**config.mk**
```make
export PLATFORM = sky130hd
export DESIGN_NAME = fpu_result_buf
export DESIGN_NICKNAME = d
export VERILOG_FILES = /design/src/rtl/fpu_result_buf.sv
export SDC_FILE = /design/constraint.sdc
export NUM_CORES = 1
export LEC_CHECK = 0
export ABC_AREA = 1
export ABC_CLOCK_PERIOD_IN_PS = 2630
export CAP_MARGIN = 20
export CORE_ASPECT_RATIO = 1.5
export CORE_MARGIN = 5
export CORE_UTILIZATION = 56
export CTS_CLUSTER_DIAMETER = 40
export DETAILED_ROUTE_END_ITERATION = 16
export DONT_BUFFER_PORTS = 1
export PLACE_DENSITY_LB_ADDON = 0.12
export RECOVER_POWER = 100
export REMOVE_ABC_BUFFERS = 1
export SLEW_MARGIN = 15
export SYNTH_ARGS = -nofsm -noshare
export SYNTH_HDL_FRONTEND = slang
export SYNTH_SLANG_ARGS = --single-unit
```
**constraint.sdc**
```tcl
create_clock -name clk -period 2.63 [get_ports clk]
set_input_delay 0.526 -clock clk [delete_from_list [all_inputs] [get_ports clk]]
set_output_delay 0.526 -clock clk [all_outputs]
set_load 0.01 [all_outputs]
```
**src/rtl/fpu_result_buf.sv**
```systemverilog
// Result buffer for a fixed-latency FPU datapath.
// Launches are granted only when the buffer has room for every result that is
// already in flight plus the new one, so results never need to be back-pressured.
module fpu_result_buf #(
   parameter int unsigned WIDTH = 32,
   parameter int unsigned DEPTH = 4
) (
   input  logic                         clk,
   input  logic                         rst,
   input  logic                         issue_req,
   output logic                         issue_gnt,
   input  logic                         res_valid,
   input  logic [WIDTH-1:0]             res_data,
   output logic                         out_valid,
   input  logic                         out_ready,
   output logic [WIDTH-1:0]             out_data,
   output logic [$clog2(DEPTH+1)-1:0]   level,
   output logic                         err
);

   localparam int unsigned CW = $clog2(DEPTH + 1);
   localparam int unsigned PW = $clog2(DEPTH);
   localparam int unsigned SW = CW + 1;

   logic [CW-1:0]    infl_q;
   logic [CW-1:0]    infl_d;
   logic [CW-1:0]    cnt_q;
   logic [CW-1:0]    cnt_d;
   logic [CW-1:0]    level_d;
   logic [PW-1:0]    wr_ptr_q;
   logic [PW-1:0]    wr_ptr_d;
   logic [PW-1:0]    rd_ptr_q;
   logic [PW-1:0]    rd_ptr_d;
   logic             err_q;
   logic             err_d;
   logic [SW-1:0]    occ;
   logic             res_bad;
   logic             push;
   logic             pop;
   logic [WIDTH-1:0] mem [DEPTH];

   // Grant/push/pop decode and next-state computation for counters and pointers
   always_comb begin
      occ       = SW'(infl_q) + SW'(cnt_q);
      issue_gnt = issue_req && (occ < SW'(DEPTH)) && !rst;
      out_valid = (cnt_q != '0);
      out_data  = mem[rd_ptr_q];
      res_bad   = res_valid && ((infl_q == '0) || (cnt_q == CW'(DEPTH)));
      push      = res_valid && !res_bad;
      pop       = out_valid && out_ready;

      infl_d   = infl_q;
      cnt_d    = cnt_q;
      wr_ptr_d = wr_ptr_q;
      rd_ptr_d = rd_ptr_q;
      err_d    = err_q || res_bad;

      // In-flight count: a discarded result does not retire an operation
      case ({issue_gnt, push})
         2'b10:   infl_d = infl_q + CW'(1);
         2'b01:   infl_d = infl_q - CW'(1);
         default: infl_d = infl_q;
      endcase

      case ({push, pop})
         2'b10:   cnt_d = cnt_q + CW'(1);
         2'b01:   cnt_d = cnt_q - CW'(1);
         default: cnt_d = cnt_q;
      endcase

      // DEPTH is a power of two, so natural pointer overflow is the modulo wrap
      if (push) wr_ptr_d = wr_ptr_q + PW'(1);
      if (pop)  rd_ptr_d = rd_ptr_q + PW'(1);

      level_d = infl_d + cnt_d;
   end

   // Control state registers with synchronous reset
   always_ff @(posedge clk) begin
      if (rst) begin
         infl_q   <= '0;
         cnt_q    <= '0;
         wr_ptr_q <= '0;
         rd_ptr_q <= '0;
         err_q    <= 1'b0;
         level    <= '0;
      end else begin
         infl_q   <= infl_d;
         cnt_q    <= cnt_d;
         wr_ptr_q <= wr_ptr_d;
         rd_ptr_q <= rd_ptr_d;
         err_q    <= err_d;
         level    <= level_d;
      end
   end

   // Result storage; contents are intentionally not reset
   always_ff @(posedge clk) begin
      if (push && !rst) mem[wr_ptr_q] <= res_data;
   end

   assign err = err_q;

endmodule
```
==> metrics.md <==
| Metric | Value |
|---|---|
| Status | finished, final reports clean |
| Site row count | 45 |
| Mapped cell area | 5630 um^2 |
| Main synth FF type | edfxtp_1 |
| Leading area contributor after synthesis | edfxtp_1 |
| Slew HR | 0.591 |
| FF-to-FF End | level[1] |
| Synth Register Bits | 144 |
| DIE AREA | 12200 um^2 |
| Measured slew at the worst slew-check pin | 0.613 ns |
| Total power draw | 6.43 mW |
| Hold path depth | 1 |
| Grt ovf | 0 |
| Clk_skew | 0.00383 ns |
| Inserted Clock Buffers | 17 |
| Dominant cells by area after synthesis | edfxtp_1 68%, dfxtp_1 5.7%, o21ai_0 5.5% |
| Register-to-Register Path Depth | 12 |
| Vias in the first global route | 3426 |
| Reg2reg setup slack | 0.12 ns |
| Share of the synthesized area in the top cell type | 0.682 |
| Routability Congestion | 0.840 |
| Final Hold Fails | 0 |
| Hold Slack | 0.181 ns |
| Minimum clock period | 2.57 ns |
| Syn avg cell area | 13.1 um^2 |
| Sequential area share after synthesis | 0.739 |
| Clock buffer depth | 2 |
| Fin nets | 499 |
| Drt drc | 0 |
| Htree depth | 4 |
| Layout cell share with drive strength beyond 1 | 0.175 |
| Design area | 6490 um^2 |
| Area delta synth->final | 15.1% |
| Async set-reset flop share out of synthesis | 0 |
| Die height | 133 um |
| Crit end category | primary output |
| Worst slack, placed | -0.101 ns |
| Filler cells | 730 |
| Diode count | 0 |
| Synth Warn # | 0 |
| Placed Area | 5870 um^2 |
| Root Buffer | clkbuf_16 |
| Setup violators final | 0 |
| PnR worst setup slack | 0.0576 ns |
| Max Clk Rate | 389 MHz |
| Max-slew violation count | 0 |
| DRT Pass-1 Iters | 4 |
| Period Utilization, post-route | 0.978 |
| Worst r2r src | infl_q[2] |
| DR vias/cell | 5.79 |
| Starting Density | 0.565 |
| Initial antenna violation count | 0 |
| Wire per inst | 19.3 um |
| 1st-iter DRT viols | 210 |
| CTS tree | done |
| IO buf count | 0 |
| Core area | 9970 um^2 |
| Largest net degree at the start of global routing | 65 |
| Synth unique cells | 26 |
| CP Max Fanout | 2 |
| Critical path data arrival time | 2.05 ns |
| Required time of the worst setup path | 2.10 ns |
| Die Width | 91.9 um |
| Post-DP HPWL | 6.63 mm |
| Hold_sp | rst |
| Synth Instances | 431 |
| Drt total wl | 11.2 mm |
| I/O pins | 75 |
| Most frequent cell after synthesis | edfxtp_1 |
| Synth top cells by count | 128 x edfxtp_1, 76 x nor2_1, 62 x o21ai_0 |
| Number of flops mapped to enable cells by yosys | 128 |
| Clock slew seen by the registers of the worst setup and hold paths | 0.06 ns |
| Worst IR Drop VDD | 0.609 mV |
| Hold worst-path end | level[1] |
| Max-cap violation count | 0 |
| Hold Crit Class | primary input to register |
| First-pass GRT wire length | 17.3 mm |
| Worst-skew pair later-pin latency | 0.40 ns |
| Startpoint Class | register |
| DRT antenna net count | 0 |
| Via count | 3360 |
| Leakage power | 2.27 nW |
| Clock sinks | 144 |
| Power density over the cells | 991 nW/um^2 |
| Gr usage total | 0.189 |
| Critical path class | register to primary output |
state kept, by name, indices dropped and copies added (netlist names), named ones only:
name / count
mem: 128
err: 1
rd_ptr_q: 2
infl_q: 3
level: 3
wr_ptr_q: 2
cnt_q: 3
power by group:
group	internal [mW]	leakage (nW)	switching [mW]
sequential	2.70	1.29	0.128
clock	1.26	0.256	0.872
combinational	0.471	0.729	1.00
critical path, stage by stage (launching register included):
cell and delay, ns:
dfxtp_2 0.33, ha_4 0.27, nand3_2 0.07, nand2_2 0.09, nor4_4 0.04, buf_4 0.13, buf_4 0.12, buf_4 0.12
buf_4 0.12, buf_4 0.12, buf_4 0.12, buf_6 0.11
area by class of cell:
class | instances | area [um^2] | area share
clock buffer | 19 | 454 | 0.0700
clock inverter | 13 | 88.8 | 0.0137
inverter | 28 | 108 | 0.0166
multi-input combinational | 238 | 1350 | 0.208
sequential | 144 | 4170 | 0.643
tap | 117 | 146 | 0.0226
timing repair buffer | 21 | 174 | 0.0268
metal layers:
metal	up-vias	GRT usage	share of wire
met3	19	0.0774	0.072
met4	0	0.0694	0.021
li1	1594	-	-
met5	-	0	0
met1	1647	0.206	0.37
met2	100	0.328	0.54
how the worst max path moves through the flow:
stage / from / end / cells after the start
2_1_floorplan: infl_q[1] / level[2] / 12
3_3_place_gp: infl_q[2] / level[2] / 12
3_5_place_dp: infl_q[2] / level[2] / 12
4_1_cts: infl_q[2] / issue_gnt / 11
5_1_grt: infl_q[1] / issue_gnt / 11
6_report: infl_q[1] / issue_gnt / 11
cell families after synthesis:
group,Yosys count,share of synthesized area
flops,144,0.739
fa+ha+maj,12,0.0306
simple gates,115,0.0835
compound gates,111,0.108
buf+inv,49,0.0391
layout by cell type, fill, tap and decap left out:
cell,synthesis,layout
inv_2,3,3
buf_12,0,1
inv_4,1,1
nor2_1,76,71
edfxtp_1,128,128
nor4_4,0,1
nand4_1,2,2
nor2_2,0,1
clkinvlp_4,0,5
o22ai_1,32,32
dfxtp_2,0,5
nand2_4,1,1
inv_1,24,24
inv_6,0,1
buf_6,2,1
clkinv_4,0,2
nand2_2,0,3
a21oi_2,1,1
nand2_1,27,24
nand3_2,2,3
a21oi_1,10,10
clkbuf_1,6,1
and2_4,1,1
nand3_1,5,4
fa_2,0,1
ha_1,9,6
clkinv_2,0,5
fa_1,3,2
o21ai_1,4,4
dfxtp_1,16,11
clkbuf_4,0,3
nor2_4,0,4
ha_4,0,3
clkbuf_16,0,18
buf_4,1,16
o21ai_2,2,1
o21ai_0,62,63
stage by stage:
stage / TNS (ns) / cells / utilization
3_3_place_gp: 0 / 543 / 0.589
2_1_floorplan: -0.257 / 410 / -
3_5_place_dp: -0.136 / 543 / 0.589
5_1_grt: -0.0116 / 580 / 0.651
4_1_cts: 0 / 580 / 0.652
6_report: 0 / 580 / 0.651
repair_timing:
item | CTS | global route
pin swaps | 4 | 9
gates resized for setup | 10 | 11
setup buffers | 5 | 0
hold buffers | 0 | 0
endpoints found under the setup margin | 2 | 3
(Power assumes the default switching activity.)
